--- src/rtl/sensor_sel_pkg.sv ---
// Shared types and address helpers for the sensor select scanner.
// Optional feature macro used by the block: SENSOR_SCAN_MASK_EN.
package sensor_sel_pkg;

    // Largest channel count the helpers support. Callers size the result down.
    localparam int unsigned MaxSensors = 256;
    localparam int unsigned MaxIdxW    = $clog2(MaxSensors);

    typedef enum logic [1:0] {
        StIdle,
        StHold,
        StScan
    } state_e;

    // True when addr names an existing channel (addresses are 1-based).
    function automatic logic addr_in_range(input int unsigned addr,
                                           input int unsigned num_sensors);
        return (addr >= 1) && (addr <= num_sensors);
    endfunction

    // MSB-first one-hot: address 1 sets bit num_sensors-1, the last address sets bit 0.
    function automatic logic [MaxSensors-1:0] addr_to_onehot(input int unsigned addr,
                                                            input int unsigned num_sensors);
        logic [MaxSensors-1:0] oh;
        oh = '0;
        if (addr_in_range(addr, num_sensors)) begin
            oh[MaxIdxW'(num_sensors - addr)] = 1'b1;
        end
        return oh;
    endfunction

endpackage

--- src/rtl/sensor_select_scanner_if.sv ---
// Request / select bus between the polling controller (master) and the scanner (slave).
// scan_mask exists only when SENSOR_SCAN_MASK_EN is defined.
interface sensor_select_scanner_if #(
    parameter int unsigned NUM_SENSORS = 32,
    parameter int unsigned ADDR_W      = 8
);
    logic                   req_valid;
    logic [ADDR_W-1:0]      req_addr;
    logic                   req_ready;
    logic                   start_scan;
    logic                   stop_scan;
    logic [NUM_SENSORS-1:0] sel;
    logic [ADDR_W-1:0]      sel_addr;
    logic                   sel_valid;
    logic                   scanning;
    logic                   scan_wrap;
    logic                   addr_err;
`ifdef SENSOR_SCAN_MASK_EN
    logic [NUM_SENSORS-1:0] scan_mask;

    modport master (
        output req_valid, req_addr, start_scan, stop_scan, scan_mask,
        input  req_ready, sel, sel_addr, sel_valid, scanning, scan_wrap, addr_err
    );

    modport slave (
        input  req_valid, req_addr, start_scan, stop_scan, scan_mask,
        output req_ready, sel, sel_addr, sel_valid, scanning, scan_wrap, addr_err
    );
`else
    modport master (
        output req_valid, req_addr, start_scan, stop_scan,
        input  req_ready, sel, sel_addr, sel_valid, scanning, scan_wrap, addr_err
    );

    modport slave (
        input  req_valid, req_addr, start_scan, stop_scan,
        output req_ready, sel, sel_addr, sel_valid, scanning, scan_wrap, addr_err
    );
`endif

endinterface

--- src/rtl/sensor_next_finder.sv ---
// Wrap-around priority search: next enabled address strictly above cur_addr, otherwise the
// lowest enabled address with wrap set. cur_addr = 0 yields the lowest enabled address.
// Used only when SENSOR_SCAN_MASK_EN is defined.
module sensor_next_finder #(
    parameter int unsigned NUM_SENSORS = 32,
    parameter int unsigned ADDR_W      = 8
) (
    input  logic [NUM_SENSORS-1:0] mask,
    input  logic [ADDR_W-1:0]      cur_addr,
    output logic [ADDR_W-1:0]      nxt_addr,
    output logic                   wrap,
    output logic                   found
);

    logic [ADDR_W-1:0] above;
    logic [ADDR_W-1:0] lowest;
    logic              have_above;

    // Descending scan so the last hit is the lowest candidate in each category.
    always_comb begin
        above      = '0;
        lowest     = '0;
        have_above = 1'b0;
        for (int i = int'(NUM_SENSORS); i >= 1; i--) begin
            if (mask[i-1]) begin
                lowest = ADDR_W'(i);
                if (ADDR_W'(i) > cur_addr) begin
                    above      = ADDR_W'(i);
                    have_above = 1'b1;
                end
            end
        end
        found    = |mask;
        wrap     = found && !have_above;
        nxt_addr = have_above ? above : lowest;
    end

endmodule

--- src/rtl/sensor_select_scanner.sv ---
// Sensor address to registered one-hot select, with direct requests and an auto-scan mode.
// Define SENSOR_SCAN_MASK_EN to add scan_mask and skip disabled channels while scanning.
module sensor_select_scanner
    import sensor_sel_pkg::*;
#(
    parameter int unsigned NUM_SENSORS = 32,
    parameter int unsigned ADDR_W      = 8,
    parameter int unsigned DWELL       = 4
) (
    input logic                    clk,
    input logic                    rst,
    sensor_select_scanner_if.slave bus
);

    localparam int unsigned       CntW      = (DWELL > 1) ? $clog2(DWELL) : 1;
    localparam logic [CntW-1:0]   CntLast   = CntW'(DWELL - 1);
    localparam logic [ADDR_W-1:0] AddrFirst = ADDR_W'(1);

    state_e                 state_q;
    logic [CntW-1:0]        cnt_q;
    logic [NUM_SENSORS-1:0] sel_q;
    logic [ADDR_W-1:0]      sel_addr_q;
    logic                   sel_valid_q;
    logic                   scanning_q;
    logic                   scan_wrap_q;
    logic                   addr_err_q;

    logic [ADDR_W-1:0] start_addr;
    logic              start_ok;
    logic [ADDR_W-1:0] adv_addr;
    logic              adv_ok;
    logic              adv_wrap;

`ifdef SENSOR_SCAN_MASK_EN
    logic [ADDR_W-1:0] find_cur;
    logic [ADDR_W-1:0] find_nxt;
    logic              find_wrap;
    logic              find_any;

    // Outside SCAN the search starts from 0, giving the lowest enabled address for a start.
    assign find_cur = (state_q == StScan) ? sel_addr_q : '0;

    sensor_next_finder #(
        .NUM_SENSORS (NUM_SENSORS),
        .ADDR_W      (ADDR_W)
    ) u_finder (
        .mask     (bus.scan_mask),
        .cur_addr (find_cur),
        .nxt_addr (find_nxt),
        .wrap     (find_wrap),
        .found    (find_any)
    );

    assign start_addr = find_nxt;
    assign start_ok   = find_any;
    assign adv_addr   = find_nxt;
    assign adv_ok     = find_any;
    assign adv_wrap   = find_wrap;
`else
    assign start_addr = AddrFirst;
    assign start_ok   = 1'b1;
    assign adv_wrap   = (sel_addr_q == ADDR_W'(NUM_SENSORS));
    assign adv_addr   = adv_wrap ? AddrFirst : sel_addr_q + AddrFirst;
    assign adv_ok     = 1'b1;
`endif

    // A start in the same cycle outranks a direct request.
    assign bus.req_ready = (state_q != StScan) && !bus.start_scan;

    assign bus.sel       = sel_q;
    assign bus.sel_addr  = sel_addr_q;
    assign bus.sel_valid = sel_valid_q;
    assign bus.scanning  = scanning_q;
    assign bus.scan_wrap = scan_wrap_q;
    assign bus.addr_err  = addr_err_q;

    // Control FSM with all outputs registered; scan_wrap and addr_err are single-cycle pulses.
    always_ff @(posedge clk) begin
        if (rst) begin
            state_q     <= StIdle;
            cnt_q       <= '0;
            sel_q       <= '0;
            sel_addr_q  <= '0;
            sel_valid_q <= 1'b0;
            scanning_q  <= 1'b0;
            scan_wrap_q <= 1'b0;
            addr_err_q  <= 1'b0;
        end else begin
            scan_wrap_q <= 1'b0;
            addr_err_q  <= 1'b0;
            unique case (state_q)
                StIdle, StHold: begin
                    if (bus.start_scan) begin
                        if (start_ok) begin
                            state_q     <= StScan;
                            scanning_q  <= 1'b1;
                            cnt_q       <= '0;
                            sel_q       <= NUM_SENSORS'(addr_to_onehot(32'(start_addr),
                                                                       NUM_SENSORS));
                            sel_addr_q  <= start_addr;
                            sel_valid_q <= 1'b1;
                        end else begin
                            // Empty mask: reject the start and keep the current state.
                            addr_err_q <= 1'b1;
                        end
                    end else if (bus.req_valid) begin
                        if (addr_in_range(32'(bus.req_addr), NUM_SENSORS)) begin
                            state_q     <= StHold;
                            sel_q       <= NUM_SENSORS'(addr_to_onehot(32'(bus.req_addr),
                                                                       NUM_SENSORS));
                            sel_addr_q  <= bus.req_addr;
                            sel_valid_q <= 1'b1;
                        end else begin
                            state_q     <= StIdle;
                            sel_q       <= '0;
                            sel_addr_q  <= '0;
                            sel_valid_q <= 1'b0;
                            addr_err_q  <= 1'b1;
                        end
                    end
                end
                StScan: begin
                    if (bus.stop_scan) begin
                        state_q     <= StIdle;
                        scanning_q  <= 1'b0;
                        cnt_q       <= '0;
                        sel_q       <= '0;
                        sel_addr_q  <= '0;
                        sel_valid_q <= 1'b0;
                    end else if (cnt_q == CntLast) begin
                        cnt_q <= '0;
                        if (adv_ok) begin
                            sel_q       <= NUM_SENSORS'(addr_to_onehot(32'(adv_addr),
                                                                       NUM_SENSORS));
                            sel_addr_q  <= adv_addr;
                            scan_wrap_q <= adv_wrap;
                        end else begin
                            // Mask emptied while scanning: drop out at the advance.
                            state_q     <= StIdle;
                            scanning_q  <= 1'b0;
                            sel_q       <= '0;
                            sel_addr_q  <= '0;
                            sel_valid_q <= 1'b0;
                            addr_err_q  <= 1'b1;
                        end
                    end else begin
                        cnt_q <= cnt_q + 1'b1;
                    end
                end
                default: begin
                    state_q <= StIdle;
                end
            endcase
        end
    end

endmodule

--- src/flat_wrapper.sv ---
// flat-port wrapper written by rule: the top's interface ports become plain ports
module sensor_select_scanner_flat import sensor_sel_pkg::*;
#(
    parameter int unsigned NUM_SENSORS = 32,
    parameter int unsigned ADDR_W      = 8,
    parameter int unsigned DWELL       = 4
)
  (clk, rst, bus_req_valid, bus_req_addr, bus_start_scan, bus_stop_scan, bus_req_ready, bus_sel, bus_sel_addr, bus_sel_valid, bus_scanning, bus_scan_wrap, bus_addr_err);
  sensor_select_scanner_if #(.NUM_SENSORS(NUM_SENSORS), .ADDR_W(ADDR_W)) bus_i ();
  input logic clk;
  input logic rst;
  input wire logic [$bits(bus_i.req_valid)-1:0] bus_req_valid;
  input wire logic [$bits(bus_i.req_addr)-1:0] bus_req_addr;
  input wire logic [$bits(bus_i.start_scan)-1:0] bus_start_scan;
  input wire logic [$bits(bus_i.stop_scan)-1:0] bus_stop_scan;
  output wire logic [$bits(bus_i.req_ready)-1:0] bus_req_ready;
  output wire logic [$bits(bus_i.sel)-1:0] bus_sel;
  output wire logic [$bits(bus_i.sel_addr)-1:0] bus_sel_addr;
  output wire logic [$bits(bus_i.sel_valid)-1:0] bus_sel_valid;
  output wire logic [$bits(bus_i.scanning)-1:0] bus_scanning;
  output wire logic [$bits(bus_i.scan_wrap)-1:0] bus_scan_wrap;
  output wire logic [$bits(bus_i.addr_err)-1:0] bus_addr_err;
  assign bus_i.req_valid = bus_req_valid;
  assign bus_i.req_addr = bus_req_addr;
  assign bus_i.start_scan = bus_start_scan;
  assign bus_i.stop_scan = bus_stop_scan;
  assign bus_req_ready = bus_i.req_ready;
  assign bus_sel = bus_i.sel;
  assign bus_sel_addr = bus_i.sel_addr;
  assign bus_sel_valid = bus_i.sel_valid;
  assign bus_scanning = bus_i.scanning;
  assign bus_scan_wrap = bus_i.scan_wrap;
  assign bus_addr_err = bus_i.addr_err;
  sensor_select_scanner #(.NUM_SENSORS(NUM_SENSORS), .ADDR_W(ADDR_W), .DWELL(DWELL)) u_core (.clk(clk), .rst(rst), .bus(bus_i));
endmodule
--- config.mk ---
export PLATFORM = sky130hd
export DESIGN_NAME = sensor_select_scanner_flat
export DESIGN_NICKNAME = d
export VERILOG_FILES = /design/src/rtl/sensor_sel_pkg.sv /design/src/rtl/sensor_select_scanner_if.sv /design/src/rtl/sensor_next_finder.sv /design/src/rtl/sensor_select_scanner.sv /design/src/flat_wrapper.sv
export SDC_FILE = /design/constraint.sdc
export NUM_CORES = 1
export LEC_CHECK = 0
export ABC_AREA = 1
export CAP_MARGIN = 20
export CORE_MARGIN = 2
export CORE_UTILIZATION = 38
export CTS_CLUSTER_DIAMETER = 50
export CTS_CLUSTER_SIZE = 25
export DETAILED_ROUTE_END_ITERATION = 8
export PLACE_DENSITY_LB_ADDON = 0.12
export RECOVER_POWER = 25
export SYNTH_ARGS = -nofsm -noshare
export SYNTH_HDL_FRONTEND = slang
export SYNTH_SLANG_ARGS = --single-unit
--- constraint.sdc ---
create_clock -name clk -period 2.2 [get_ports clk]
set_input_delay 0.44 -clock clk [delete_from_list [all_inputs] [get_ports clk]]
set_output_delay 0.44 -clock clk [all_outputs]
set_load 0.01 [all_outputs]
==> metrics.yaml, run 1 <==
synth_area_leaders: "dfxtp_1 (31%), nand3_1 (10%), nand2_1 (8.3%)"
ys_types: 37
startpoint: "u_core.bus.sel_addr[0]"
outcome: "complete, no violations"
fill_cells: 789
switchingPower_uw: 658
fin_crit_ns: 2.18
viasPerCell: 5.27
drt-initial-drc-count: 221
num_rows: 33
critical_path_buf_inv_count: 1
crit_family: "simple AND/OR/NAND/NOR gates"
p_int_mw: 1.41
yosysMostFrequentCell: "nand2_1"
max-cap-violations: 0
r2r_cells: 10
synth-edff-count: 0
synth_top_area_share_pct: 30.7
ys_ff_latch: 48
sw_frac_of_total_pct: 31.9
fin_hold_ws_ns: 0.489
clock_latency_ns: 0.32
rr_startpoint: "u_core.bus.sel_addr[0]"
vias: 3593
clock.fmax_mhz: 458
grt_setup_unrepaired: "true"
ir_worst_vdd_mv: 0.287
fin_skew_ns: 0.0148
synth_area_leader_cell: "dfxtp_1"
setup_violations: 0
power.share.combinational_pct: 25.5
yosys_warnings: 0
dp_hpwl_mm: 7.23
power_mw: 2.06
place_area_mm2: 0.00411
cpPeakStageDelay_ns: 0.42
ant_nets: 0
final_util_pct: 58.5
min_from: "u_core.cnt_q[1]"
grt_pass1_vias: 3177
antenna_cells: 0
slew-limit-headroom_pct: 74.7
grt_pass1_wl_mm: 15.9
core_area_mm2: 0.00809
nNetsFinal: 596
cp_max_fo: 7
portBuffers: 57
start_util_pct: 38.7
final_area_mm2: 0.00474
worst_pin_slew_ns: 0.376
slew_viol_final: 0
cts_buffers: 5
p_leak_nw: 1.99
power.density_mw_per_mm2: 436
die-area_mm2: 0.00899
async_reset_ff_share_pct: 0
drt_first_pass_iters: 5
yosysSeqAreaShare_pct: 30.7
die_h_um: 94.8
p_clk_share_pct: 28.8
setup.worst_path.start_class: "flop"
htree_levels: 2
cpMaxStageDelayCell: "dfxtp_4"
holdPathStages: 2
hp-class: "flop to flop"
seq_power_share_pct: 45.7
layout_worst_path_cycle_share_pct: 99.3
ios: 58
critPathCaptureType: "flop"
worst-path-stages: 10
synth_common_cells: "nand2_1 (69), nand3_1 (65), inv_1 (53)"
avgSynthCellArea_um2: 6.71
required_ns: 2.45
synth_flop_cell: "dfxtp_1"
grt_max_degree: 36
drive_gt1_share_pct: 31.4
crit_arrival_ns: 2.44
synthCells: 467
die_w_um: 94.8
clk_path_buf_depth: 2
gp_congestion: 0.872
globalRoute.totalOverflow: 0
hold_violations: 0
timing.setup.tns_ns: 0
track_usage_pct: 22.6
syn-cell-area_mm2: 0.00313
wl_mm: 10.6
syn_nets: 487
syn_to_final_growth_pct: 51.2
drc: 0
critical_path_class: "flop to flop"
cts_tree: "yes"
cts.sinks: 48
wl_per_cell_um: 15.5
cts_root_buf: "clkbuf_8"
antenna_found_initial: 0
cts.reportedPaths.clkPinSlew_ns: 0.10
crit_chain: "ha_4 > buf_4 > nand4_1 > nand2_1 > nand2_1 > nor2_2 > nand4_1 > nor2_1 > nand3_2 > a21oi_1"
## worst reg2reg max path, delay by kind of cell, from the launching register on
kind	cells	cell delay [ns]
adder cells (fa/ha/maj)	1	0.20
AO/OA/AOI/OAI	1	0.14
AND/OR/NAND/NOR	7	1.23
flip-flops	1	0.42
buffers and inverters	1	0.12
## power by group through the flow
stage / clock network, mW / logic, mW / registers, mW
finish: 0.594 / 0.527 / 0.943
floorplan: 0 / 0.224 / 0.979
detailed placement: 0 / 0.470 / 0.961
global route: 0.642 / 0.576 / 0.949
global placement: 0 / 0.468 / 0.961
CTS: 0.605 / 0.474 / 0.943
## state kept, by name, indices dropped and copies added (netlist names)
| signal | cells |
|---|---|
| u_core.bus.addr_err | 1 |
| u_core.bus.scan_wrap | 1 |
| u_core.bus.scanning | 1 |
| u_core.bus.sel | 32 |
| u_core.bus.sel_addr | 8 |
| u_core.bus.sel_valid | 1 |
| u_core.cnt_q | 2 |
| u_core.state_q | 2 |
## placed cells by master, fill, tap and decap left out, types with 3 or more instances in the layout
cell	netlist	final
buf_12	0	4
dfxtp_1	48	44
a31oi_1	11	11
nand2_4	3	6
clkdlybuf4s50_1	0	45
nor2_4	5	7
buf_6	4	3
ha_4	0	3
inv_2	8	8
inv_1	53	51
dlygate4sd3_1	0	12
nand2_2	10	12
nor2_2	6	13
nor2_1	41	32
nand3_4	1	9
o21ai_0	40	40
nand3_2	2	16
ha_1	7	4
nand4_1	8	8
nor3_1	6	6
nand2_1	69	64
a21oi_2	8	24
buf_4	3	54
a21oi_1	38	22
clkbuf_8	0	6
nand3_1	65	43
## routing by layer
layer / global-route usage, % / vias up / routed length [µm]
li1: - / 1778 / -
met1: 34.0 / 1672 / 5110
met2: 33.3 / 126 / 4660
met3: 3.43 / 17 / 683
met4: 6.04 / 0 / 123
met5: 0 / - / 0
## what timing repair did
| item | CTS | global route |
|---|---|---|
| hold buffers | 0 | 0 |
| resized for setup | 3 | 84 |
| pin swaps | 2 | 26 |
| setup buffers | 2 | 12 |
| gates cloned | 0 | 3 |
| endpoints found under the hold margin | 0 | 0 |
| endpoints found under the setup margin | 14 | 32 |
## kinds of logic (layout without fill, tap and decap cells)
group                      Yosys count  after routing  synth area share, %
buffers and inverters               84            194                 11.6
xor gates and xnor gates             3              3                0.838
adders and majority gates            7              7                 2.79
AOI/OAI and AO/OA                  105            105                 19.0
DFF                                 48             48                 30.7
and+or+nand+nor                    220            220                 35.2
## layout make-up
| type | count | area, µm² | share of cell area (%) |
|---|---|---|---|
| Clock inverter | 2 | 13.8 | 0.290 |
| Tap cell | 105 | 131 | 2.77 |
| Multi-Input combinational cell | 335 | 2140 | 45.2 |
| Inverter | 64 | 250 | 5.28 |
| Timing Repair Buffer | 122 | 1150 | 24.2 |
| Clock buffer | 6 | 82.6 | 1.74 |
| Sequential cell | 48 | 971 | 20.5 |
## path summary, 6_finish.rpt
path / endpoint / slack, ns
worst max-delay path: u_core.bus.sel[1] / 0.02
worst min register to register: u_core.cnt_q[1] / 0.49
worst min-delay path: u_core.cnt_q[1] / 0.49
worst max register to register: u_core.bus.sel[1] / 0.02
## per-stage QoR
step	instances	setup slack, ns
after floorplan	467	0.152
after global routing	682	-0.0989
after detailed placement	657	-0.161
after CTS	667	0.0470
after global placement	657	-0.171
final	682	0.0155
Note: power is estimated with default switching activity, not from simulation.
==> inputs of run 2 (changes only) <==
Settings changed: CORE_MARGIN 2 to unset, SETUP_SLACK_MARGIN set to 0.2.
==> run 2 against run 1 <==
  * Global-route usage rose by 1.5 points
  * Cell count rose by 0.29%
  * Sequential power barely moved
  * Critical path type unchanged
==> metrics.yaml, run 2 (synthesized netlist as in run 1, its figures left out) <==
max-cap-violations: 0
viasPerCell: 5.24
cpPeakStageDelay_ns: 0.42
final_cell_mix: "nand2_1 (61), buf_4 (56), nand3_1 (51), inv_1 (48), dfxtp_1 (44)"
final_common_cell: "nand2_1"
globalRoute.totalOverflow: 0
p_clk_share_pct: 28.6
die-area_mm2: 0.00862
cts_tree: "yes"
slew-limit-headroom_pct: 54.7
syn_to_final_growth_pct: 50.9
required_ns: 2.45
cts_hold_buf: 0
clock_latency_ns: 0.31
final_util_pct: 60.3
die_h_um: 92.8
drive_gt1_share_pct: 30.6
p_leak_nw: 2.07
hp-class: "flop to flop"
reg2reg_slack_ns: 0.14
timing.setup.tns_ns: 0
switchingPower_uw: 646
cp_max_fo: 5
num_rows: 32
seq_power_share_pct: 45.9
ios: 58
setup_violations: 0
drt-initial-drc-count: 365
die_w_um: 92.8
dr_wl_met3_um: 800
antenna_cells: 0
cts_buffers: 5
crit_chain: "buf_6 > nand2_4 > nor2_8 > nand2_2 > nand2_2 > nand3_4 > nand2_2 > inv_1 > nand2_2 > nand4_1 > buf_4 > nor2_1 > nand3_2 > a21oi_1"
power.density_mw_per_mm2: 434
grt_pass1_vias: 3368
wl_met2_mm: 4.81
post-place-cells: 656
wl_met1_mm: 4.73
cts.reportedPaths.clkPinSlew_ns: 0.10
antenna_found_initial: 0
setup.worst_path.start_class: "flop"
cts.sinks: 48
dp_hpwl_mm: 7.21
fin_skew_ns: 0.0153
cpMaxStageDelayCell: "dfxtp_4"
wl_mm: 10.5
power.share.combinational_pct: 25.4
htree_levels: 2
fin_crit_ns: 2.06
drt_first_pass_iters: 5
pre_cts_slack_ns: -0.217
fin_cells: 684
vias: 3587
ant_nets: 0
drc: 0
cpMostUsedCell: "nand2_2"
fin_hold_ws_ns: 0.487
clk_path_buf_depth: 2
crit_arrival_ns: 2.31
gp_congestion: 0.874
wl_per_cell_um: 15.3
critical_path_class: "flop to flop"
grt_max_degree: 36
hold_violations: 0
sw_frac_of_total_pct: 31.4
largest_register_ffs: 32
grt_pass1_wl_mm: 16.6
start_util_pct: 39.9
p_int_mw: 1.41
grt_setup_unrepaired: "true"
routed.top_layer: "met4"
layout_worst_path_cycle_share_pct: 93.7
clock.fmax_mhz: 485
worst_pin_slew_ns: 0.677
slew_viol_final: 0
portBuffers: 57
core_area_mm2: 0.00785
fin_ws_ns: 0.138
cts_root_buf: "clkbuf_8"
ir_worst_vdd_mv: 0.257
critPathCaptureType: "flop"
outcome: "complete, no violations"
nNetsFinal: 601
track_usage_pct: 24.1
[run 2: cell types whose count changed in the layout (fill, tap and decap cells not counted), moves of 4 or more]
| cell | before | now |
|---|---|---|
| clkdlybuf4s50_1 | 45 | 35 |
| nand3_4 | 9 | 3 |
| dlygate4sd3_1 | 12 | 18 |
| a21oi_1 | 22 | 29 |
| nand3_1 | 43 | 51 |
| a21oi_2 | 24 | 17 |
| inv_2 | 8 | 12 |
[run 2: worst paths after layout]
check                                            end  depth (start not counted)                    from
worst max-delay path               u_core.bus.sel[1]                         14  u_core.bus.sel_addr[0]
worst min-delay path            u_core.bus.sel_valid                          2    u_core.bus.sel_valid
worst max register to register     u_core.bus.sel[1]                         14  u_core.bus.sel_addr[0]
worst min register to register  u_core.bus.sel_valid                          2    u_core.bus.sel_valid
[run 2: final cells by class]
type	instances	area, µm²
Fill cell	749	3120
Tap cell	102	128
Sequential cell	48	971
Timing Repair Buffer	127	1230
Clock inverter	2	13.8
Clock buffer	6	82.6
Inverter	64	248
Multi-Input combinational cell	335	2060
[run 2: power by group through the flow]
stage	Combinational [mW]	Clock [mW]	Sequential, mW
3_3_place_gp	0.474	0	0.963
2_1_floorplan	0.225	0	0.979
4_1_cts	0.495	0.599	0.944
5_1_grt	0.567	0.630	0.949
3_5_place_dp	0.476	0	0.963
6_report	0.523	0.589	0.943
[run 2: layer usage]
layer  GRT usage [%]  vias up
met5               0        -
met4            4.87        0
met3            4.11       14
met2            37.2      158
met1            35.1     1639
li1                -     1776
[run 2: stage by stage]
step           power (mW)  area (µm²)
2_1_floorplan        1.20        3140
3_3_place_gp         1.44        4150
3_5_place_dp         1.44        4150
4_1_cts              2.04        4420
5_1_grt              2.15        4730
6_report             2.05        4730
[run 2: critical path, delay by kind of cell (launching register included)]
family	cells	cell delay [ns]
AO/OA/AOI/OAI	1	0.14
buffers and inverters	3	0.36
flip-flops	1	0.42
AND/OR/NAND/NOR	10	1.08
[run 2: what timing repair did]
| action | 4_1_cts | 5_1_grt |
|---|---|---|
| endpoints found under the setup margin | 34 | 37 |
| buffers inserted | 8 | 10 |
| gates resized for setup | 24 | 54 |
| gates cloned | 1 | 1 |
| pin swaps | 10 | 22 |
==> inputs of run 3 (changes only) <==
Settings changed: CTS_CLUSTER_SIZE 25 to unset.
==> results of run 3 <==
Final layout, timing and power as in run 2 (identical DEF).
